File: src/rtl/hazard_fwd_ctl.sv
// rtl/hazard_fwd_ctl.sv - pipeline hazard detection, forwarding select and mult/div busy tracker
// Optional stall_count performance counter is built when HAZARD_PERF_CNT_EN is defined.
module hazard_fwd_ctl #(
    parameter int REGBITS    = 5,
    parameter int MD_LATENCY = 4
) (
    input  logic               clk,
    input  logic               reset_n,
    input  logic [REGBITS-1:0] rs_d,
    input  logic [REGBITS-1:0] rt_d,
    input  logic [REGBITS-1:0] rs_e,
    input  logic [REGBITS-1:0] rt_e,
    input  logic [REGBITS-1:0] writereg_e,
    input  logic [REGBITS-1:0] writereg_m,
    input  logic [REGBITS-1:0] writereg_w,
    input  logic               regwrite_e,
    input  logic               regwrite_m,
    input  logic               regwrite_w,
    input  logic               memtoreg_e,
    input  logic               memtoreg_m,
    input  logic               branch_d,
    input  logic               md_start_e,
    input  logic               md_use_d,
    output logic [1:0]         forward_ae,
    output logic [1:0]         forward_be,
    output logic               forward_ad,
    output logic               forward_bd,
    output logic               stall_f,
    output logic               stall_d,
    output logic               flush_e,
`ifdef HAZARD_PERF_CNT_EN
    output logic [31:0]        stall_count,
`endif
    output logic               md_busy
);

    typedef enum logic {IDLE, BUSY} md_state_t;

    md_state_t  state_q, state_d;
    logic [3:0] cnt_q, cnt_d;
    logic       lwstall, branchstall, mdstall, stall_any;

    // Register zero is hardwired, so it never takes a forwarded value.
    always_comb begin
        forward_ae = 2'b00;
        forward_be = 2'b00;
        if (rs_e != '0 && regwrite_m && writereg_m == rs_e)
            forward_ae = 2'b10;
        else if (rs_e != '0 && regwrite_w && writereg_w == rs_e)
            forward_ae = 2'b01;
        if (rt_e != '0 && regwrite_m && writereg_m == rt_e)
            forward_be = 2'b10;
        else if (rt_e != '0 && regwrite_w && writereg_w == rt_e)
            forward_be = 2'b01;
    end

    assign forward_ad = (rs_d != '0) && regwrite_m && (writereg_m == rs_d);
    assign forward_bd = (rt_d != '0) && regwrite_m && (writereg_m == rt_d);

    assign lwstall     = memtoreg_e && ((rt_e == rs_d) || (rt_e == rt_d));
    assign branchstall = branch_d &&
                         ((regwrite_e && ((writereg_e == rs_d) || (writereg_e == rt_d))) ||
                          (memtoreg_m && ((writereg_m == rs_d) || (writereg_m == rt_d))));
    assign mdstall     = md_busy && md_use_d;
    assign stall_any   = lwstall || branchstall || mdstall;

    assign stall_f = stall_any;
    assign stall_d = stall_any;
    assign flush_e = stall_any;

    // New issues are accepted only from IDLE; BUSY ignores md_start_e entirely.
    always_comb begin
        state_d = state_q;
        cnt_d   = cnt_q;
        case (state_q)
            IDLE: begin
                if (md_start_e) begin
                    state_d = BUSY;
                    cnt_d   = 4'(MD_LATENCY - 1);
                end
            end
            BUSY: begin
                if (cnt_q == 4'd0)
                    state_d = IDLE;
                else
                    cnt_d = cnt_q - 4'd1;
            end
            default: begin
                state_d = IDLE;
                cnt_d   = 4'd0;
            end
        endcase
    end

    always_ff @(posedge clk or negedge reset_n) begin
        if (!reset_n) begin
            state_q <= IDLE;
            cnt_q   <= 4'd0;
        end else begin
            state_q <= state_d;
            cnt_q   <= cnt_d;
        end
    end

    assign md_busy = (state_q == BUSY);

`ifdef HAZARD_PERF_CNT_EN
    logic [31:0] stall_count_q, stall_count_d;

    always_comb begin
        stall_count_d = stall_count_q;
        if (stall_d && stall_count_q != 32'hFFFF_FFFF)
            stall_count_d = stall_count_q + 32'd1;
    end

    always_ff @(posedge clk or negedge reset_n) begin
        if (!reset_n)
            stall_count_q <= 32'd0;
        else
            stall_count_q <= stall_count_d;
    end

    assign stall_count = stall_count_q;
`endif

endmodule

File: config.mk
export PLATFORM = sky130hd
export DESIGN_NAME = hazard_fwd_ctl
export DESIGN_NICKNAME = d
export VERILOG_FILES = /design/src/rtl/hazard_fwd_ctl.sv
export SDC_FILE = /design/constraint.sdc
export NUM_CORES = 1
export LEC_CHECK = 0
export BUFFER_PORTS_ARGS = -buffer_cell sky130_fd_sc_hd__buf_4
export CAP_MARGIN = 15
export CORE_MARGIN = 3
export CORE_UTILIZATION = 30
export DETAILED_ROUTE_END_ITERATION = 10
export PLACE_DENSITY_LB_ADDON = 0.05
export SLEW_MARGIN = 40
export SYNTH_ARGS = -nofsm -noshare
export SYNTH_HDL_FRONTEND = slang
export SYNTH_SLANG_ARGS = --single-unit
File: constraint.sdc
create_clock -name clk -period 3.96 [get_ports clk]
set_input_delay 0.396 -clock clk [delete_from_list [all_inputs] [get_ports clk]]
set_output_delay 0.396 -clock clk [all_outputs]
set_load 0.01 [all_outputs]
==> impl_metrics.tcl, run 1 <==
set metrics [dict create \
    tightest_slew_ns 0.353 \
    synthAdderAreaFrac_pct 1.30 \
    cp-end-kind "primary output" \
    yosys-top-cells-count "xnor2_1 (28), xor2_1 (22), nand2_1 (7), nand4_1 (7), nor4_1 (6)" \
    ant_nets 0 \
    synthToLayoutAreaGrowth_pct 46.5 \
    max_cap_viol_count 0 \
    cp.arrival_ns 1.71 \
    routed_wl_mm 2.93 \
    syn_inst 118 \
    yosys_most_used_dff "dfrtp_1" \
    fp.dieW_um 62.6 \
    yosysMostFrequentCell "xnor2_1" \
    initial_utilization_pct 33.1 \
    track_usage_pct 15.0 \
    status "completed" \
    ir_drop_mv 0.203 \
    synth.avg_cell_area_um2 8.14 \
    synth_warnings 0 \
    rsz0062_at_grt "false" \
    crit_buf_inv 2 \
    grt_max_degree 10 \
    netlist.area_leader.share_pct 25.5 \
    cts_sinks 5 \
    drc 0 \
    numPortBuffers 54 \
    core_mm2 0.00290 \
    mappedNetlistArea_um2 961 \
    drtPass1Iterations 4 \
    setup.worst_path.class "in -> out" \
    p_leak_nw 0.600 \
    routedWlPerCell_um 13.9 \
    synthArstFlopShare_pct 100 \
    nNetsFinal 216 \
    grt_first_pass_wirelength_mm 4.71 \
    vias 1015 \
    max_stage_delay_ns 0.52 \
    synthMuxAreaShare_pct 2.21 \
    critPathMaxFanout 3 \
    ys_types 30 \
    clock_skew_ns 0.00217 \
    synth_edf_count 0 \
    yosys.area_share.xor_xnor_pct 45.6 \
    hold_slack_ns 0.369 \
    drt_iter0_markers 26 \
    power_density_mw_per_mm2 282 \
    hold_violations 0 \
    grt_overflow_total 0 \
    synth_compound_area_share_pct 7.16 \
    fmax_mhz 476 \
    synth_top_area_cell "xnor2_1" \
    clk_pin_slew_worst_paths_ns 0.04 \
    cts_root_buf "clkbuf_4" \
    setup-tns-final_ns 0 \
    crit_required_ns 3.56 \
    finalMaxSlewViolations 0 \
    cts_made_buffers 3 \
    num-fill-cells 298 \
    synth.yosys.seq_area_share_pct 13.0 \
    cts_tree "built" \
    dp_hpwl_mm 2.49 \
    dieArea_mm2 0.00392 \
    placed_area_mm2 0.00137 \
    antenna_found_initial 0 \
    std_cell_rows 19 \
    cp_slowest_cell "or4_1" \
    post-cts-setup-buffers 0 \
    synth_nets 164 \
    critical_path.top_delay_family "simple AND/OR/NAND/NOR gates" \
    die_height_um 62.6 \
    final_cells 211 \
    via_per_inst 4.81 \
    yosys-top-cells-area "xnor2_1 (26%), xor2_1 (20%), dfrtp_1 (13%), nand4_1 (4.6%), nor4_1 (3.9%)" \
    drive_gt1_share_pct 36.7 \
    yosys.area_share.simple_pct 24.6 \
    clk_latency_ns 0.25 \
    antenna_cells 0 \
    grt_pass1_vias 1011 \
    rrSetupSlack_ns 2.57 \
    min_path_type "in -> reg" \
    gp_congestion 0.800 \
    start_kind "primary input" \
    io_pins 55 \
    final_cell_area_mm2 0.00141 \
    setup_viol 0 \
    placed_cells 206 \
    ys_ff_latch 5 \
    layout_min_cycle_time_ns 2.10 \
    post-route-period-util_pct 53.1 \
    path_cells "buf_4, or4_1, nor2_1, nor4_1, nor4_1, buf_4" \
    cts.path.max_buffers 2 \
    htreeDepth 1 \
    synth_top_family_by_area "XOR/XNOR gates" \
    slew-limit-headroom_pct 76.2 \
]
## cell usage in the layout (no fill, tap or decap)
cell type / n
a21oi_1: 1
nor4_2: 2
dfrtp_1: 5
o311a_1: 2
or4_1: 1
nand4_1: 7
mux2i_1: 1
nand2b_1: 2
buf_4: 54
mux2_2: 1
inv_1: 3
nand3_1: 4
or3_1: 3
dlygate4sd3_1: 1
a21o_1: 1
o211ai_1: 1
a31oi_1: 1
o21a_1: 1
or4_4: 1
nand2_1: 7
nor2_1: 2
ha_1: 1
nor3_1: 3
clkbuf_1: 1
xor2_1: 22
nor2_4: 1
xnor2_1: 28
clkbuf_4: 3
nor4_1: 6
o21ai_0: 3
## path summary, 6_finish.rpt
path                                      startpoint                    to  cells after the start
worst max-delay path                         rs_e[1]         forward_ae[0]                      6
worst min-delay path                      md_start_e  cnt_q[2]$_DFFE_PN0P_                      2
worst max register to register  cnt_q[0]$_DFFE_PN0P_  cnt_q[0]$_DFFE_PN0P_                      6
worst min register to register  cnt_q[1]$_DFFE_PN0P_  cnt_q[1]$_DFFE_PN0P_                      1
max in group asynchronous                    reset_n  cnt_q[0]$_DFFE_PN0P_                      2
min in group asynchronous                    reset_n  cnt_q[3]$_DFFE_PN0P_                      2
## sequential cells by signal, summed over array words and instances, names as in the netlist
signal / flops
cnt_q: 4
md_busy: 1
## area by class of cell
cell class                      instances  area, um2  area share (%)
Inverter                                3       11.3           0.800
Clock buffer                            4       26.3            1.87
Tap cell                               42       52.6            3.73
Multi-Input combinational cell        102        777            55.2
Sequential cell                         5        125            8.89
Timing Repair Buffer                   55        415            29.5
## layer usage
metal	up-vias	track usage (%)	routed length (um)
met1	458	20.0	1360
met4	0	3.31	19
met3	2	5.22	238
met5	-	0	0
li1	512	-	-
met2	43	23.3	1320
## worst reg2reg max path: cells and delay by family, from the launching register on
family,cells,cell delay (ns)
flip-flops,1,0.37
AO/OA/AOI/OAI,1,0.13
multiplexers,1,0.29
buffers and inverters,1,0.08
AND/OR/NAND/NOR,2,0.17
adder cells (fa/ha/maj),1,0.22
## through the flow
stage | power (mW) | util (%) | setup WS [ns]
after floorplan | 0.244 | - | 1.97
after global placement | 0.331 | 47.3 | 1.90
after detailed placement | 0.338 | 47.3 | 1.87
after CTS | 0.404 | 48.5 | 1.86
after global routing | 0.435 | 48.5 | 1.76
final | 0.397 | 48.5 | 1.86
## kinds of logic after synthesis
logic type	count (synthesis)
xor gates and xnor gates	50
and+or+nand+nor	39
buffers and inverters	11
AOI/OAI and AO/OA	10
DFF	5
muxes	2
adders and majority gates	1
## repair_timing
item / in CTS / in global routing
setup endpoints to repair: 0 / 0
endpoints found under the hold margin: 5 / 0
hold buffers: 1 / 0
gates resized for setup: 0 / 0
## power breakdown
part           leakage (nW)  total, mW  internal (mW)  switching [mW]
clock                0.0150     0.0614         0.0382          0.0232
sequential           0.0603      0.100         0.0753          0.0251
combinational         0.525      0.235          0.126           0.109
Note: power is estimated with default switching activity, not from simulation.
==> run 2, diff against run 1 <==
clock period = 2.1 ns   (was 3.96 ns; I/O delays follow)
==> impl_metrics.tcl, run 2 (synthesized netlist as in run 1, its figures left out) <==
set metrics [dict create \
    worstReg2RegStart "cnt_q[0]$_DFFE_PN0P_" \
    ant_nets 0 \
    setup-tns-final_ns 0 \
    drtPass1Iterations 4 \
    setup_viol 0 \
    gp_congestion 0.799 \
    hold_slack_ns 0.174 \
    cp.arrival_ns 1.50 \
    io_pins 55 \
    largest_reg_flops 4 \
    grt_overflow_total 0 \
    min_to "cnt_q[2]$_DFFE_PN0P_" \
    p_leak_nw 0.600 \
    cts.path.max_buffers 2 \
    synthToLayoutAreaGrowth_pct 46.5 \
    crit_required_ns 1.89 \
    grt_max_degree 10 \
    seq_area_um2 125 \
    drc 0 \
    std_cell_rows 19 \
    htreeDepth 1 \
    fp.dieW_um 62.6 \
    drive_gt1_share_pct 36.7 \
    post-route-period-util_pct 81.6 \
    min_path_type "in -> reg" \
    hp-start "md_start_e" \
    track_usage_pct 14.9 \
    drt_iter0_markers 39 \
    clk_latency_ns 0.25 \
    fmax_mhz 583 \
    clock_skew_ns 0.00327 \
    rsz0062_at_grt "false" \
    p_total_mw 0.748 \
    max_cap_viol_count 0 \
    post-cts-setup-buffers 0 \
    layout_commonest_cell "buf_4" \
    grt_pass1_vias 1044 \
    die_height_um 62.6 \
    reg2reg_depth 6 \
    numPortBuffers 54 \
    antenna_cells 0 \
    holdPathStages 2 \
    largest_register "cnt_q" \
    grt_first_pass_wirelength_mm 4.68 \
    layout_min_cycle_time_ns 1.71 \
    status "completed" \
    core_mm2 0.00290 \
    antenna_found_initial 0 \
    slew-limit-headroom_pct 76.4 \
    power_density_mw_per_mm2 532 \
    final_cell_mix "buf_4 (54), xnor2_1 (28), xor2_1 (22), nand4_1 (7), nand2_1 (7)" \
    multi_input_area_um2 777 \
    via_per_inst 4.87 \
    ctsResizeCount 0 \
    cts_tree "built" \
    hold_violations 0 \
    setup.worst_path.class "in -> out" \
    vias 1027 \
    cp-end-kind "primary output" \
    num-fill-cells 294 \
    dieArea_mm2 0.00392 \
    rrSetupSlack_ns 0.72 \
    ir_drop_mv 0.386 \
    routed_wl_mm 2.94 \
    start_kind "primary input" \
    nNetsFinal 216 \
    cts_sinks 5 \
    routedWlPerCell_um 13.9 \
    critPathMaxFanout 5 \
    reg2reg_to "cnt_q[0]$_DFFE_PN0P_" \
    cts_made_buffers 3 \
    dp_hpwl_mm 2.48 \
    cts_root_buf "clkbuf_4" \
    finalMaxSlewViolations 0 \
    initial_utilization_pct 33.1 \
    tightest_slew_ns 0.351 \
    clk_pin_slew_worst_paths_ns 0.05 \
]
## run 2: cell counts in the layout (fill, tap and decap cells not counted)
Identical to the previous run, type by type.
## run 2: stage by stage
step	util (%)	area, um2	setup slack [ns]	instances
final	48.5	1410	0.386	211
after global routing	48.5	1410	0.333	211
after CTS	48.5	1410	0.386	211
after detailed placement	47.3	1370	0.397	206
after global placement	47.3	1370	0.412	206
after floorplan	-	961	0.482	118
## run 2: routing by layer
layer | vias to the layer above | part of all wire, % | global-route usage, %
met5 | - | 0 | 0
li1 | 510 | - | -
met2 | 48 | 45 | 24.0
met1 | 464 | 46 | 19.1
met4 | 0 | 0.95 | 3.31
met3 | 5 | 7.9 | 5.04
## run 2: repair_timing
| item | 4_1_cts | 5_1_grt |
|---|---|---|
| endpoints found under the setup margin | 0 | 0 |
| endpoints found under the hold margin | 5 | 0 |
| hold buffers | 1 | 0 |
## run 2: worst max-delay path by stage
stage            start             to  slack [ns]  cells past startpoint
2_1_floorplan  rt_e[2]  forward_be[0]        0.48                      5
3_3_place_gp   rt_e[1]  forward_be[0]        0.41                      6
5_1_grt        rt_e[1]  forward_be[0]        0.33                      6
6_report       rt_e[1]  forward_be[0]        0.39                      6
3_5_place_dp   rt_e[1]  forward_be[0]        0.40                      6
4_1_cts        rs_e[1]  forward_ae[0]        0.39                      6
## run 2: layout make-up
| cell class | instances | area share, % |
|---|---|---|
| multi-input combinational | 102 | 55.2 |
| timing repair buffer | 55 | 29.5 |
| sequential | 5 | 8.89 |
| tap | 42 | 3.73 |
| clock buffer | 4 | 1.87 |
| inverter | 3 | 0.800 |
## run 2: worst max-delay path: stages
cell and delay (ns):
buf_4 0.14, or4_4 0.54, nor2_4 0.12, nor4_2 0.06
nor4_2 0.27, buf_4 0.16
## run 2: where the power goes
part	leakage, nW	switching (mW)	internal, mW	total [mW]
Sequential	0.0603	0.0458	0.142	0.188
Clock	0.0150	0.0446	0.0722	0.117
Combinational	0.525	0.205	0.238	0.444
Total	0.600	0.296	0.453	0.748
==> run 3, diff against run 2 <==
clock period = 1.7 ns   (was 2.1 ns; I/O delays follow)
==> impl_metrics.tcl, run 3 (synthesized netlist as in run 1, its figures left out) <==
set metrics [dict create \
    status "completed" \
    clock_skew_ns 0.000356 \
    io_pins 55 \
    reg2reg_to "cnt_q[0]$_DFFE_PN0P_" \
    slew-limit-headroom_pct 74.7 \
    largest_reg_flops 4 \
    dieArea_mm2 0.00392 \
    cts_made_buffers 3 \
    power_density_mw_per_mm2 647 \
    drt_iter0_markers 27 \
    largest_register "cnt_q" \
    dp_hpwl_mm 2.58 \
    routed_wl_mm 3.05 \
    multi_input_area_um2 788 \
    synthToLayoutAreaGrowth_pct 48.4 \
    initial_utilization_pct 33.1 \
    grt_first_pass_wirelength_mm 5.10 \
    antenna_found_initial 0 \
    core_mm2 0.00290 \
    clk_latency_ns 0.24 \
    holdPathStages 2 \
    cts.path.max_buffers 2 \
    routedWlPerCell_um 14.4 \
    fp.dieW_um 62.6 \
    layout_min_cycle_time_ns 1.60 \
    htreeDepth 1 \
    post-route-period-util_pct 94.2 \
    grt_pass1_vias 1113 \
    final_cell_mix "buf_4 (55), xnor2_1 (28), xor2_1 (22), nand4_1 (7), nand2_1 (7)" \
    min_to "cnt_q[2]$_DFFE_PN0P_" \
    grt_max_degree 10 \
    ant_nets 0 \
    ir_drop_mv 0.378 \
    vias 1024 \
    numPortBuffers 54 \
    fmax_mhz 624 \
    final_cell_area_mm2 0.00143 \
    die_height_um 62.6 \
    p_leak_nw 0.606 \
    setup-tns-final_ns 0 \
    critPathMaxFanout 3 \
    antenna_cells 0 \
    crit_required_ns 1.53 \
    cp-end-kind "primary output" \
    grt_overflow_total 0 \
    setup.worst_path.class "in -> out" \
    finalMaxSlewViolations 0 \
    drive_gt1_share_pct 38.2 \
    drtPass1Iterations 4 \
    placed_area_mm2 0.00138 \
    hold_violations 0 \
    final_cells 212 \
    reg2reg_depth 6 \
    placed_cells 207 \
    num-fill-cells 308 \
    via_per_inst 4.83 \
    layout_commonest_cell "buf_4" \
    max_cap_viol_count 0 \
    cts_root_buf "clkbuf_4" \
    p_total_mw 0.922 \
    post-cts-setup-buffers 0 \
    cts_tree "built" \
    clk_pin_slew_worst_paths_ns 0.04 \
    cp.arrival_ns 1.43 \
    rsz0062_at_grt "false" \
    rrSetupSlack_ns 0.32 \
    nNetsFinal 217 \
    min_path_type "in -> reg" \
    tightest_slew_ns 0.375 \
    cts_sinks 5 \
    gp_congestion 0.796 \
    hp-start "md_start_e" \
    start_kind "primary input" \
    seq_area_um2 125 \
    track_usage_pct 16.1 \
    std_cell_rows 19 \
    worstReg2RegStart "cnt_q[0]$_DFFE_PN0P_" \
    drc 0 \
    setup_viol 0 \
]
run 3: cell types whose count changed in the layout (fill, tap and decap cells not counted), sizes merged:
cell / before / now
buf: 54 / 55
run 3: worst max-delay path by stage:
stage,slack (ns),startpoint,end,cells past startpoint
6_report,0.1,rs_e[1],forward_ae[0],6
5_1_grt,0.01,rs_e[1],forward_ae[0],6
4_1_cts,0.05,rs_e[1],forward_ae[0],6
3_5_place_dp,0.05,rs_e[1],forward_ae[0],6
3_3_place_gp,0.10,rs_e[1],forward_ae[0],6
2_1_floorplan,0.16,rt_e[2],forward_be[0],5
run 3: cell type report:
cell class | instances | share of cell area (%)
multi-input combinational | 102 | 55.3
timing repair buffer | 56 | 29.6
sequential | 5 | 8.77
tap | 42 | 3.68
clock buffer | 4 | 1.84
inverter | 3 | 0.789
run 3: metrics by stage:
step | util, % | hold WS, ns | setup WS [ns]
after global routing | 49.2 | 0.131 | 0.0112
after global placement | 47.5 | -0.0258 | 0.102
after CTS | 48.8 | 0.127 | 0.0463
after floorplan | - | -0.126 | 0.162
after detailed placement | 47.5 | -0.0190 | 0.0526
final | 49.2 | 0.143 | 0.0983
run 3: layer usage:
layer / wire length, um / track usage (%) / vias to the layer above
met2: 1410 / 25.8 / 48
met3: 232 / 4.86 / 2
met4: 27 / 6.34 / 0
met5: 0 / 0 / -
li1: - / - / 512
met1: 1370 / 20.0 / 462
run 3: where the power goes:
part	internal (mW)	leakage [nW]	switching (mW)	total [mW]
clock	0.0888	0.0150	0.0491	0.138
combinational	0.297	0.530	0.254	0.550
sequential	0.175	0.0603	0.0588	0.234
run 3: repair_timing:
action	CTS	global route
setup endpoints to repair	0	1
endpoints found under the hold margin	5	0
resized for setup	0	3
hold buffers	1	0
run 3: worst max-delay path: stages:
cell and delay [ns]:
buf_4 0.12, or4_4 0.54, nor2_4 0.12, nor4_1 0.07, nor4_1 0.23, buf_4 0.17
